[src/rtl/sdram_arbiter.sv]
// Two-client round-robin arbiter and transaction sequencer for the single
// sdram_top read/write request port, with an ack watchdog per transaction.
module sdram_arbiter #(
    parameter int TIMEOUT = 1023
) (
    input  logic        clk_50m,
    input  logic        rst,

    input  logic        c0_req,
    input  logic        c0_we,
    input  logic [23:0] c0_addr,
    input  logic [8:0]  c0_len,
    input  logic [15:0] c0_wdata,
    output logic        c0_grant,
    output logic        c0_wack,
    output logic [15:0] c0_rdata,
    output logic        c0_rvalid,
    output logic        c0_done,
    output logic        c0_err,

    input  logic        c1_req,
    input  logic        c1_we,
    input  logic [23:0] c1_addr,
    input  logic [8:0]  c1_len,
    input  logic [15:0] c1_wdata,
    output logic        c1_grant,
    output logic        c1_wack,
    output logic [15:0] c1_rdata,
    output logic        c1_rvalid,
    output logic        c1_done,
    output logic        c1_err,

    input  logic        sdram_init_done,
    input  logic        sdram_busy,
    output logic [23:0] sdram_wr_addr,
    output logic [15:0] sdram_wr_data,
    output logic        sdram_wr_req,
    output logic [8:0]  sdwr_bytes,
    input  logic        sdram_wr_ack,
    output logic [23:0] sdram_rd_addr,
    output logic        sdram_rd_req,
    output logic [8:0]  sdrd_bytes,
    input  logic [15:0] sdram_rd_data,
    input  logic        sdram_rd_ack
);

    localparam int WD_W = (TIMEOUT < 1) ? 1 : $clog2(TIMEOUT + 1);

    typedef enum logic [2:0] {
        IDLE,
        GRANT,
        ISSUE,
        XFER,
        DONE
    } state_t;

    state_t          state;
    logic            last;
    logic            owner;
    logic            we_r;
    logic [8:0]      len_r;
    logic [8:0]      cnt;
    logic [WD_W-1:0] wd;

    logic       xfer_phase;
    logic       wr_hit;
    logic       rd_hit;
    logic       hit;
    logic [8:0] cnt_next;
    logic       pick;
    logic       any_req;
    logic       finish_ok;
    logic       timeout;

    assign xfer_phase = (state == ISSUE) || (state == XFER);
    // Acks only count in the direction of the latched command and only
    // while a transfer is actually outstanding.
    assign wr_hit     = xfer_phase &  we_r & sdram_wr_ack;
    assign rd_hit     = xfer_phase & ~we_r & sdram_rd_ack;
    assign hit        = wr_hit | rd_hit;
    assign cnt_next   = cnt + 9'd1;

    assign any_req = c0_req | c1_req;
    assign pick    = (c0_req & c1_req) ? ~last : c1_req;

    assign finish_ok = ((state == GRANT) && (len_r == 9'd0))
                     || (hit && (state == ISSUE) && (len_r == 9'd1))
                     || (hit && (state == XFER)  && (cnt_next == len_r));
    assign timeout   = xfer_phase & ~hit & (wd == WD_W'(TIMEOUT));

    assign c0_wack       = wr_hit & ~owner;
    assign c1_wack       = wr_hit &  owner;
    assign sdram_wr_data = owner ? c1_wdata : c0_wdata;

    // NOTE: every register here uses non-blocking assignment so all state
    // updates see the same pre-edge values regardless of statement order.
    always_ff @(posedge clk_50m) begin
        if (rst) begin
            state         <= IDLE;
            last          <= 1'b1;
            owner         <= 1'b0;
            we_r          <= 1'b0;
            len_r         <= '0;
            cnt           <= '0;
            wd            <= '0;
            c0_grant      <= 1'b0;
            c1_grant      <= 1'b0;
            c0_done       <= 1'b0;
            c1_done       <= 1'b0;
            c0_err        <= 1'b0;
            c1_err        <= 1'b0;
            c0_rvalid     <= 1'b0;
            c1_rvalid     <= 1'b0;
            c0_rdata      <= '0;
            c1_rdata      <= '0;
            sdram_wr_req  <= 1'b0;
            sdram_rd_req  <= 1'b0;
            sdram_wr_addr <= '0;
            sdram_rd_addr <= '0;
            sdwr_bytes    <= '0;
            sdrd_bytes    <= '0;
        end else begin
            c0_grant  <= 1'b0;
            c1_grant  <= 1'b0;
            c0_done   <= 1'b0;
            c1_done   <= 1'b0;
            c0_err    <= 1'b0;
            c1_err    <= 1'b0;
            c0_rvalid <= 1'b0;
            c1_rvalid <= 1'b0;

            if (rd_hit) begin
                if (owner) begin
                    c1_rdata  <= sdram_rd_data;
                    c1_rvalid <= 1'b1;
                end else begin
                    c0_rdata  <= sdram_rd_data;
                    c0_rvalid <= 1'b1;
                end
            end

            if (finish_ok || timeout) begin
                state        <= DONE;
                sdram_wr_req <= 1'b0;
                sdram_rd_req <= 1'b0;
                c0_done      <= ~owner;
                c1_done      <=  owner;
                c0_err       <= ~owner & timeout;
                c1_err       <=  owner & timeout;
                if (hit) begin
                    cnt <= (state == ISSUE) ? 9'd1 : cnt_next;
                end
            end else begin
                case (state)
                    IDLE: begin
                        if (sdram_init_done && !sdram_busy && any_req) begin
                            owner <= pick;
                            we_r  <= pick ? c1_we  : c0_we;
                            len_r <= pick ? c1_len : c0_len;
                            cnt   <= '0;
                            wd    <= '0;
                            c0_grant <= ~pick;
                            c1_grant <=  pick;
                            if (pick ? c1_we : c0_we) begin
                                sdram_wr_addr <= pick ? c1_addr : c0_addr;
                                sdwr_bytes    <= pick ? c1_len  : c0_len;
                            end else begin
                                sdram_rd_addr <= pick ? c1_addr : c0_addr;
                                sdrd_bytes    <= pick ? c1_len  : c0_len;
                            end
                            state <= GRANT;
                        end
                    end
                    GRANT: begin
                        sdram_wr_req <=  we_r;
                        sdram_rd_req <= ~we_r;
                        state        <= ISSUE;
                    end
                    ISSUE: begin
                        if (hit) begin
                            sdram_wr_req <= 1'b0;
                            sdram_rd_req <= 1'b0;
                            cnt          <= 9'd1;
                            wd           <= '0;
                            state        <= XFER;
                        end else begin
                            wd <= wd + WD_W'(1);
                        end
                    end
                    XFER: begin
                        if (hit) begin
                            cnt <= cnt_next;
                            wd  <= '0;
                        end else begin
                            wd <= wd + WD_W'(1);
                        end
                    end
                    DONE: begin
                        last  <= owner;
                        state <= IDLE;
                    end
                    default: state <= IDLE;
                endcase
            end
        end
    end

endmodule
[config.mk]
export PLATFORM = sky130hd
export DESIGN_NAME = sdram_arbiter
export DESIGN_NICKNAME = d
export VERILOG_FILES = /design/src/rtl/sdram_arbiter.sv
export SDC_FILE = /design/constraint.sdc
export NUM_CORES = 1
export LEC_CHECK = 0
export BUFFER_PORTS_ARGS = -buffer_cell sky130_fd_sc_hd__buf_2
export CORE_UTILIZATION = 52
export CTS_BUF_LIST = sky130_fd_sc_hd__clkbuf_16
export DETAILED_ROUTE_END_ITERATION = 8
export PLACE_DENSITY = 0.85
export SETUP_SLACK_MARGIN = 0.1
export SLEW_MARGIN = 25
export SYNTH_ARGS = -nofsm -noshare
export SYNTH_HDL_FRONTEND = slang
export SYNTH_SLANG_ARGS = --single-unit
[constraint.sdc]
create_clock -name clk_50m -period 3.63 [get_ports clk_50m]
set_input_delay 0.1815 -clock clk_50m [delete_from_list [all_inputs] [get_ports clk_50m]]
set_output_delay 0.1815 -clock clk_50m [all_outputs]
set_load 0.02 [all_outputs]
==> results of run 1 <==
## worst max-delay path: cells and delay by family (launching register included)
family | cells | cell delay [ps]
compound gates | 1 | 170
buf+inv | 1 | 160
flops | 1 | 650
simple gates | 4 | 1530
## logic make-up (layout without fill, tap and decap cells)
kind of cell	after synthesis	in the layout	share of synthesized area [%]
AND/OR/NAND/NOR	247	247	18.1
AO/OA/AOI/OAI	172	172	20.2
flip-flops	142	142	45.4
buffers and inverters	65	294	5.42
multiplexers	53	53	8.88
XOR/XNOR	11	11	1.54
adder cells (fa/ha/maj)	2	2	0.400
## placed cells by master, fill, tap and decap left out, drive strengths merged, types with 5 or more instances in the layout
master	n
o21ai	8
xnor2	7
a21oi	41
o31ai	5
mux2	17
a311oi	6
inv	8
nor3	11
buf	259
dfxtp	142
nand3	9
nor3b	7
o22ai	8
nand2	84
nand2b	9
mux2i	36
a31oi	9
and3	6
and2	5
nor2	97
a211oi	78
clkbuf	17
nor4	5
## power groups by stage
stage	Combinational (W)	Clock [W]	Sequential [W]
5_1_grt	0.000555	0.00183	0.00167
6_report	0.000511	0.00173	0.00167
3_5_place_dp	0.000511	0	0.00170
4_1_cts	0.000513	0.00175	0.00167
3_3_place_gp	0.000501	0	0.00170
2_1_floorplan	0.000280	0	0.00175
## Yosys cell counts (6+ instances only)
cell type / count
nand2b_1: 9
and3_1: 6
nand2_1: 84
mux2i_1: 36
buf_2: 19
mux2_2: 16
nand3_1: 9
buf_6: 8
o22ai_1: 7
nor3_1: 11
a211oi_1: 73
clkbuf_1: 28
a31oi_1: 8
xnor2_1: 7
dfxtp_1: 142
a21oi_1: 39
nor2_1: 95
o21ai_0: 8
## flip-flops by register name, summed over array words and instances (netlist names), 3 cells and up
name,cells
c0_rdata,16
c1_rdata,16
cnt,9
len_r,9
sdram_rd_addr,24
sdram_wr_addr,24
sdrd_bytes,9
sdwr_bytes,9
state,3
wd,10
## final timing paths
kind | to | cells after the start
max | c1_rdata[3] | 6
min | c0_rdata[14] | 3
min reg2reg | c1_rdata[11] | 2
max reg2reg | c1_rdata[3] | 6
## stage by stage
stage	power, W	instances	cell area [sq um]	util, %	hold WS (ps)
finish	0.00391	1064	8040	69.5	21.2
global route	0.00406	1064	8040	69.5	16.9
CTS	0.00393	1064	8040	69.5	6.55
detailed placement	0.00221	1034	7450	64.4	441
global placement	0.00220	1034	7450	64.4	436
floorplan	0.00203	692	6250	-	318
## layer usage
metal / GRT usage [%] / vias to the layer above / share of wire, %
met5: 0 / - / 0
met4: 12.7 / 0 / 3.2
met3: 6.75 / 39 / 6.3
met2: 43.3 / 211 / 48
met1: 31.0 / 2637 / 42
li1: - / 2906 / -
## cell type report
| type | instances | area (sq um) |
|---|---|---|
| sequential | 142 | 2840 |
| tap | 143 | 179 |
| timing repair buffer | 259 | 1320 |
| inverter | 5 | 18.8 |
| clock inverter | 13 | 165 |
| clock buffer | 17 | 425 |
| fill | 936 | 3520 |
| multi-input combinational | 485 | 3090 |
==> impl_metrics.tcl, run 1 <==
set metrics [dict create \
    route.detailed.drc 14 \
    grt-ovfl-total 0 \
    synth_cell_type_count 61 \
    synth.cell_area_sq_um 6250 \
    violations "DRC" \
    first_pass_iters 7 \
    fin_ws_ps 1050 \
    syn_inst 692 \
    routed_wl_mm 16.0 \
    grt_first_pass_wirelength_mm 26.0 \
    critical_path_required_ps 3960 \
    rr_startpoint "state[1]" \
    hold_viol 0 \
    powerDensity_nw_per_um2 486 \
    hp-class "in -> reg" \
    end_kind "flip-flop" \
    clock_latency_ps 410 \
    postCtsResizedCells 0 \
    wire_per_inst_um 15.1 \
    critical_path.most_common_cell "nor2_1" \
    slew_viol_final 0 \
    clk_pin_slew_ps 60 \
    nets 1036 \
    maxCapViolCount 0 \
    arrival_ps 2920 \
    cts_made_buffers 17 \
    setup_viol 0 \
    rsz0062_at_grt "no" \
    max_freq_mhz 387 \
    antenna_cells 0 \
    htreeDepth 4 \
    critPathSlowestCell "nor2_1" \
    syn_nets 818 \
    ir_drop_mv 0.271 \
    reg2reg_setup_slack_ps 1050 \
    combPwrFrac_pct 13.1 \
    syn_area_per_cell_sq_um 9.04 \
    power.share.clock_pct 44.3 \
    start_kind "flip-flop" \
    status "finished, violations left" \
    dpl.hpwl_mm 11.6 \
    port_buffers 249 \
    synth-main-ff-cell "dfxtp_1" \
    pwr-share-seq_pct 42.6 \
    worstSetupStartpoint "state[1]" \
    hp-start "sdram_rd_data[14]" \
    cts_setup_buffers 0 \
    criticalPathCategory "reg -> reg" \
    relSlewSlack_pct 31.1 \
    synth_seq_cells 142 \
    core_area_sq_um 11600 \
    yosys.area.top_type "dfxtp_1" \
    layout_min_cycle_time_ps 2580 \
    place_ws_ps 1090 \
    clock-root-buffer "clkbuf_16" \
    synth_edf_count 0 \
    switching_share_pct 25.8 \
    worstPathCellList "inv_1 > nor2_1 > nand3b_1 > nor2_1 > nand2_1 > a21oi_1" \
    die_h_um 112 \
    fin_tns_setup_ps 0 \
    cts_tree "built" \
    synth_seq_area_share_pct 45.4 \
    final_layout_size_suffix_gt1_share_pct 35.9 \
    grt_pass1_vias 5426 \
    holdBufCountCts 0 \
    rows 39 \
    async_flop_share_pct 0 \
    p_int_w 0.00290 \
    leakage_nw 3.44 \
    synthTopCellsByArea "dfxtp_1 (45%), a211oi_1 (8.8%), mux2i_1 (5.8%), nor2_1 (5.7%), nand2_1 (5.0%)" \
    routed_via_density 5.44 \
    clock_path_buffers 2 \
    antenna_found_initial 0 \
    track_usage_pct 25.9 \
    synth_top_area_share_pct 45.4 \
    yosys_warnings 0 \
    start_util_pct 54.1 \
    io_pins 250 \
    worst_pin_slew_ps 1030 \
    syn2layout_area_growth_pct 28.5 \
    clkSinkCount 142 \
    detail-route-antenna-nets 0 \
    vias 5793 \
    p_switching_w 0.00101 \
    routabilityCongestion 0.849 \
    die_w_um 112 \
    critPathMaxStageDelay_ps 830 \
    grt_max_degree 70 \
    fin_crit_sh_pct 71.2 \
    initialDrtViolationCount 371 \
    dieArea_sq_um 12500 \
    crit_fanout 16 \
    fin_worst_skew_ps 9.91 \
]
Note: power is estimated with default switching activity, not from simulation.
==> run 2, diff against run 1 <==
--- a/config.mk
+++ b/config.mk
@@ -6,10 +6,10 @@
 export NUM_CORES = 1
 export LEC_CHECK = 0
 export BUFFER_PORTS_ARGS = -buffer_cell sky130_fd_sc_hd__buf_2
-export CORE_UTILIZATION = 52
+export CORE_UTILIZATION = 44
 export CTS_BUF_LIST = sky130_fd_sc_hd__clkbuf_16
 export DETAILED_ROUTE_END_ITERATION = 8
-export PLACE_DENSITY = 0.85
+export PLACE_DENSITY = 0.77
 export SETUP_SLACK_MARGIN = 0.1
 export SLEW_MARGIN = 25
 export SYNTH_ARGS = -nofsm -noshare
==> constraint.sdc (replaced) <==
create_clock -name clk_50m -period 2.35 [get_ports clk_50m]
set_input_delay 0.1175 -clock clk_50m [delete_from_list [all_inputs] [get_ports clk_50m]]
set_output_delay 0.1175 -clock clk_50m [all_outputs]
set_load 0.02 [all_outputs]
==> run 2 against run 1 <==
Via count is 0.47% higher. Largest cell class unchanged. Clock skew rose by 5.5 ps. The run now ends clean. Sequential share of layout area down 1.3 points. Die area rose by 18%. Combinational power is 61% higher. Routed wire length is 5.5% higher. Register-to-register slack lost 820 ps. Global-route usage fell by 2.9 points. Maximum frequency up 22%. Hold slack better by 52 ps.
==> impl_metrics.tcl, run 2 (synthesis gave the netlist of run 1 again) <==
set metrics [dict create \
    status "completed" \
    gr-usage-met2_pct 38.1 \
    first_pass_iters 4 \
    rows 43 \
    worstSetupStartpoint "cnt[1]" \
    end_kind "flip-flop" \
    io_pins 250 \
    layout_min_cycle_time_ps 2120 \
    grt-ovfl-total 0 \
    relSlewSlack_pct 58.8 \
    clkSinkCount 142 \
    reg2reg_setup_slack_ps 230 \
    critical_path_required_ps 2670 \
    max_freq_mhz 471 \
    routabilityCongestion 0.868 \
    routed_wl_mm 16.9 \
    whs_ps 73.6 \
    routed_via_density 5.17 \
    clock_latency_ps 420 \
    track_usage_pct 23.0 \
    r2r_end "wd[2]" \
    fin_worst_skew_ps 15.4 \
    hp-class "in -> reg" \
    core_area_sq_um 13900 \
    detail-route-antenna-nets 0 \
    syn2layout_area_growth_pct 33.4 \
    start_util_pct 45.1 \
    leakage_nw 3.55 \
    clock-root-buffer "clkbuf_16" \
    hold_viol 0 \
    ir_drop_mv 0.506 \
    antenna_found_initial 0 \
    port_buffers 249 \
    initialDrtViolationCount 286 \
    fin_crit_sh_pct 90.4 \
    hp-start "c0_addr[13]" \
    route.detailed.drc 0 \
    grt_pass1_vias 5403 \
    antenna_cells 0 \
    worst_pin_slew_ps 617 \
    slew_viol_final 0 \
    nets 1058 \
    rsz0062_at_grt "yes" \
    cts_made_buffers 17 \
    criticalPathCategory "reg -> reg" \
    final_common_cell "buf_2" \
    start_kind "flip-flop" \
    setup_viol 0 \
    fin_tns_setup_ps 0 \
    busiest_layer "met2" \
    grt.met3_usage_pct 5.45 \
    die_h_um 121 \
    die_w_um 121 \
    rr_startpoint "cnt[1]" \
    use_met1_pct 28.1 \
    final_cell_mix "buf_2 (248), dfxtp_1 (141), nor2_1 (95)" \
    dpl.hpwl_mm 11.7 \
    powerDensity_nw_per_um2 732 \
    whs_path_depth 3 \
    cts_tree "built" \
    final_layout_size_suffix_gt1_share_pct 36.0 \
    fin_util_pct 60.1 \
    clk_pin_slew_ps 60 \
    dieArea_sq_um 14700 \
    maxCapViolCount 0 \
    grt_first_pass_wirelength_mm 26.5 \
    wire_per_inst_um 15.0 \
    vias 5820 \
    arrival_ps 2440 \
    top_regs "sdram_rd_addr x24, sdram_wr_addr x24" \
    min_to "sdram_rd_addr[13]" \
    grt_max_degree 68 \
    crit_fanout 10 \
    clock_path_buffers 2 \
    htreeDepth 4 \
    reg2regPathDepth 6 \
]
[run 2: worst max path at each step]
stage | end | slack, ps
3_5_place_dp | wd[5] | 130
2_1_floorplan | wd[5] | 370
5_1_grt | wd[3] | 100
3_3_place_gp | wd[5] | 280
6_report | wd[2] | 230
4_1_cts | wd[2] | 100
[run 2: layer usage]
metal  up-vias  wire length [um]
met3        25              1040
li1       2941                 -
met5         -                 0
met4         0               255
met1      2640              7210
met2       214              8400
[run 2: report_power, final]
part	switching (W)	leakage, nW	internal, W
clock network	0.00105	0.283	0.00166
registers	0.0000726	1.15	0.00250
logic	0.000480	2.11	0.000341
[run 2: final cells by class]
| type | instances | area [sq um] |
|---|---|---|
| Inverter | 5 | 18.8 |
| Sequential cell | 142 | 2840 |
| Clock buffer | 17 | 425 |
| Timing Repair Buffer | 281 | 1550 |
| Clock inverter | 15 | 173 |
| Multi-Input combinational cell | 485 | 3110 |
| Tap cell | 180 | 225 |
| Fill cell | 1241 | 5540 |
[run 2: worst max-delay path, cell delays in order (launching register included)]
cell	delay [ps]
dfxtp_1	420
ha_4	220
nand3_1	170
or3_1	420
a211oi_4	340
a21oi_4	170
a311oi_1	290
[run 2: through the flow]
| stage | worst slack (ps) | total power [W] | instances | cell area [sq um] |
|---|---|---|---|---|
| global placement | 282 | 0.00341 | 1077 | 7570 |
| finish | 226 | 0.00611 | 1125 | 8350 |
| detailed placement | 133 | 0.00342 | 1077 | 7570 |
| global route | 97.0 | 0.00635 | 1125 | 8350 |
| floorplan | 370 | 0.00313 | 692 | 6250 |
| CTS | 104 | 0.00615 | 1125 | 8320 |
[run 2: timing repair]
action / 4_1_cts / 5_1_grt
setup buffers: 0 / 0
hold buffers: 16 / 0
hold endpoints to repair: 32 / 0
gates resized for setup: 0 / 5
setup endpoints to repair: 0 / 19
==> run 3, diff against run 2 <==
==> constraint.sdc (replaced) <==
create_clock -name clk_50m -period 2.35 [get_ports clk_50m]
set_input_delay 0.235 -clock clk_50m [delete_from_list [all_inputs] [get_ports clk_50m]]
set_output_delay 0.235 -clock clk_50m [all_outputs]
set_load 0.02 [all_outputs]
==> run 3 against run 2 <==
Register-to-register slack is essentially flat. Hold slack lost 7.2 ps. Clock power shrank 11%. Sequential share of layout area grew 0.90 points. Combinational power shrank 2%. Clock-buffer cell count is the same. Critical path type unchanged.
==> impl_metrics.tcl, run 3 (synthesis gave the netlist of run 1 again) <==
set metrics [dict create \
    status "completed" \
    slew_viol_final 0 \
    fin_worst_skew_ps 9.74 \
    nets 1045 \
    die_h_um 121 \
    routed_via_density 5.23 \
    initialDrtViolationCount 334 \
    track_usage_pct 22.2 \
    final_layout_size_suffix_gt1_share_pct 36.4 \
    arrival_ps 2460 \
    hp-class "in -> reg" \
    final_cell_mix "buf_2 (248), dfxtp_1 (141), nor2_1 (95)" \
    grt-ovfl-total 0 \
    wire_per_inst_um 14.5 \
    antenna_found_initial 1 \
    clkSinkCount 142 \
    reg2reg_setup_slack_ps 210 \
    powerDensity_nw_per_um2 712 \
    die_w_um 121 \
    p_int_w 0.00426 \
    top_regs "sdram_rd_addr x24, sdram_wr_addr x24" \
    dpl.hpwl_mm 11.7 \
    ir_drop_mv 0.520 \
    clock_latency_ps 420 \
    setup_viol 0 \
    start_util_pct 45.1 \
    criticalPathCategory "reg -> reg" \
    clk_pin_slew_ps 60 \
    routabilityCongestion 0.842 \
    place_inst 1080 \
    layout_min_cycle_time_ps 2140 \
    start_kind "flip-flop" \
    detail-route-antenna-nets 0 \
    grt_max_degree 67 \
    clock-root-buffer "clkbuf_16" \
    p_switching_w 0.00154 \
    cts_made_buffers 17 \
    core_area_sq_um 13900 \
    htreeDepth 4 \
    rsz0062_at_grt "yes" \
    grt_pass1_vias 5291 \
    postCtsResizedCells 0 \
    hold_viol 0 \
    combPwrFrac_pct 13.9 \
    crit_fanout 10 \
    port_buffers 249 \
    antenna_cells 0 \
    relSlewSlack_pct 56.1 \
    rows 43 \
    routed_wl_mm 16.2 \
    dieArea_sq_um 14700 \
    final_common_cell "buf_2" \
    clock_path_buffers 2 \
    pwr-share-seq_pct 44.4 \
    vias 5813 \
    maxCapViolCount 0 \
    power.share.clock_pct 41.7 \
    switching_share_pct 26.5 \
    end_kind "flip-flop" \
    critical_path_required_ps 2670 \
    route.detailed.drc 0 \
    leakage_nw 3.48 \
    cts_setup_buffers 0 \
    first_pass_iters 5 \
    holdBufCountCts 0 \
    grt_first_pass_wirelength_mm 25.6 \
    syn2layout_area_growth_pct 30.0 \
    stdcell_count 1111 \
    worst_pin_slew_ps 659 \
    cts_tree "built" \
    fin_tns_setup_ps 0 \
    fin_crit_sh_pct 91.0 \
    io_pins 250 \
    max_freq_mhz 468 \
]
-- run 3: path summary, 6_finish.rpt --
kind	from	to	depth (start not counted)
min	sdram_rd_data[12]	c1_rdata[12]	3
max reg2reg	cnt[1]	wd[3]	6
min reg2reg	c0_rdata[4]	c0_rdata[4]	2
max	cnt[1]	wd[3]	6
-- run 3: power groups by stage --
stage / sequential (W) / clock (W) / combinational [W]
after floorplan: 0.00270 / 0 / 0.000433
after global placement: 0.00262 / 0 / 0.000793
after detailed placement: 0.00262 / 0 / 0.000805
after CTS: 0.00257 / 0.00246 / 0.000808
after global routing: 0.00258 / 0.00255 / 0.000879
final: 0.00257 / 0.00242 / 0.000804
-- run 3: stage by stage --
step           setup slack, ps  cell area (sq um)  util [%]  hold WS, ps  total power, W
6_report                   212               8130      58.6         66.3         0.00579
4_1_cts                    166               8120      58.5         51.0         0.00584
3_5_place_dp               178               7590      54.7          443         0.00343
5_1_grt                   99.4               8130      58.6         60.7         0.00602
2_1_floorplan              370               6250         -          371         0.00313
3_3_place_gp               264               7590      54.7          439         0.00341
-- run 3: critical path, cell delays in order (launching register included) --
cell and delay (ps):
dfxtp_1 380, ha_2 290, nand3_1 180, or3_1 400
a211oi_4 330, a21oi_4 170, a311oi_1 300
-- run 3: area by class of cell --
cell class                 instances  area [sq um]
multi-input combinational        485          3100
clock inverter                    14           104
timing repair buffer             268          1420
tap                              180           225
clock buffer                      17           425
inverter                           5          18.8
fill                            1247          5750
sequential                       142          2840
-- run 3: per-layer routing --
metal / routed length [um] / up-vias / track usage, %
met3: 1190 / 25 / 6.91
met4: 240 / 0 / 8.64
met5: 0 / - / 0
met2: 7810 / 215 / 36.3
li1: - / 2909 / -
met1: 6900 / 2664 / 27.2
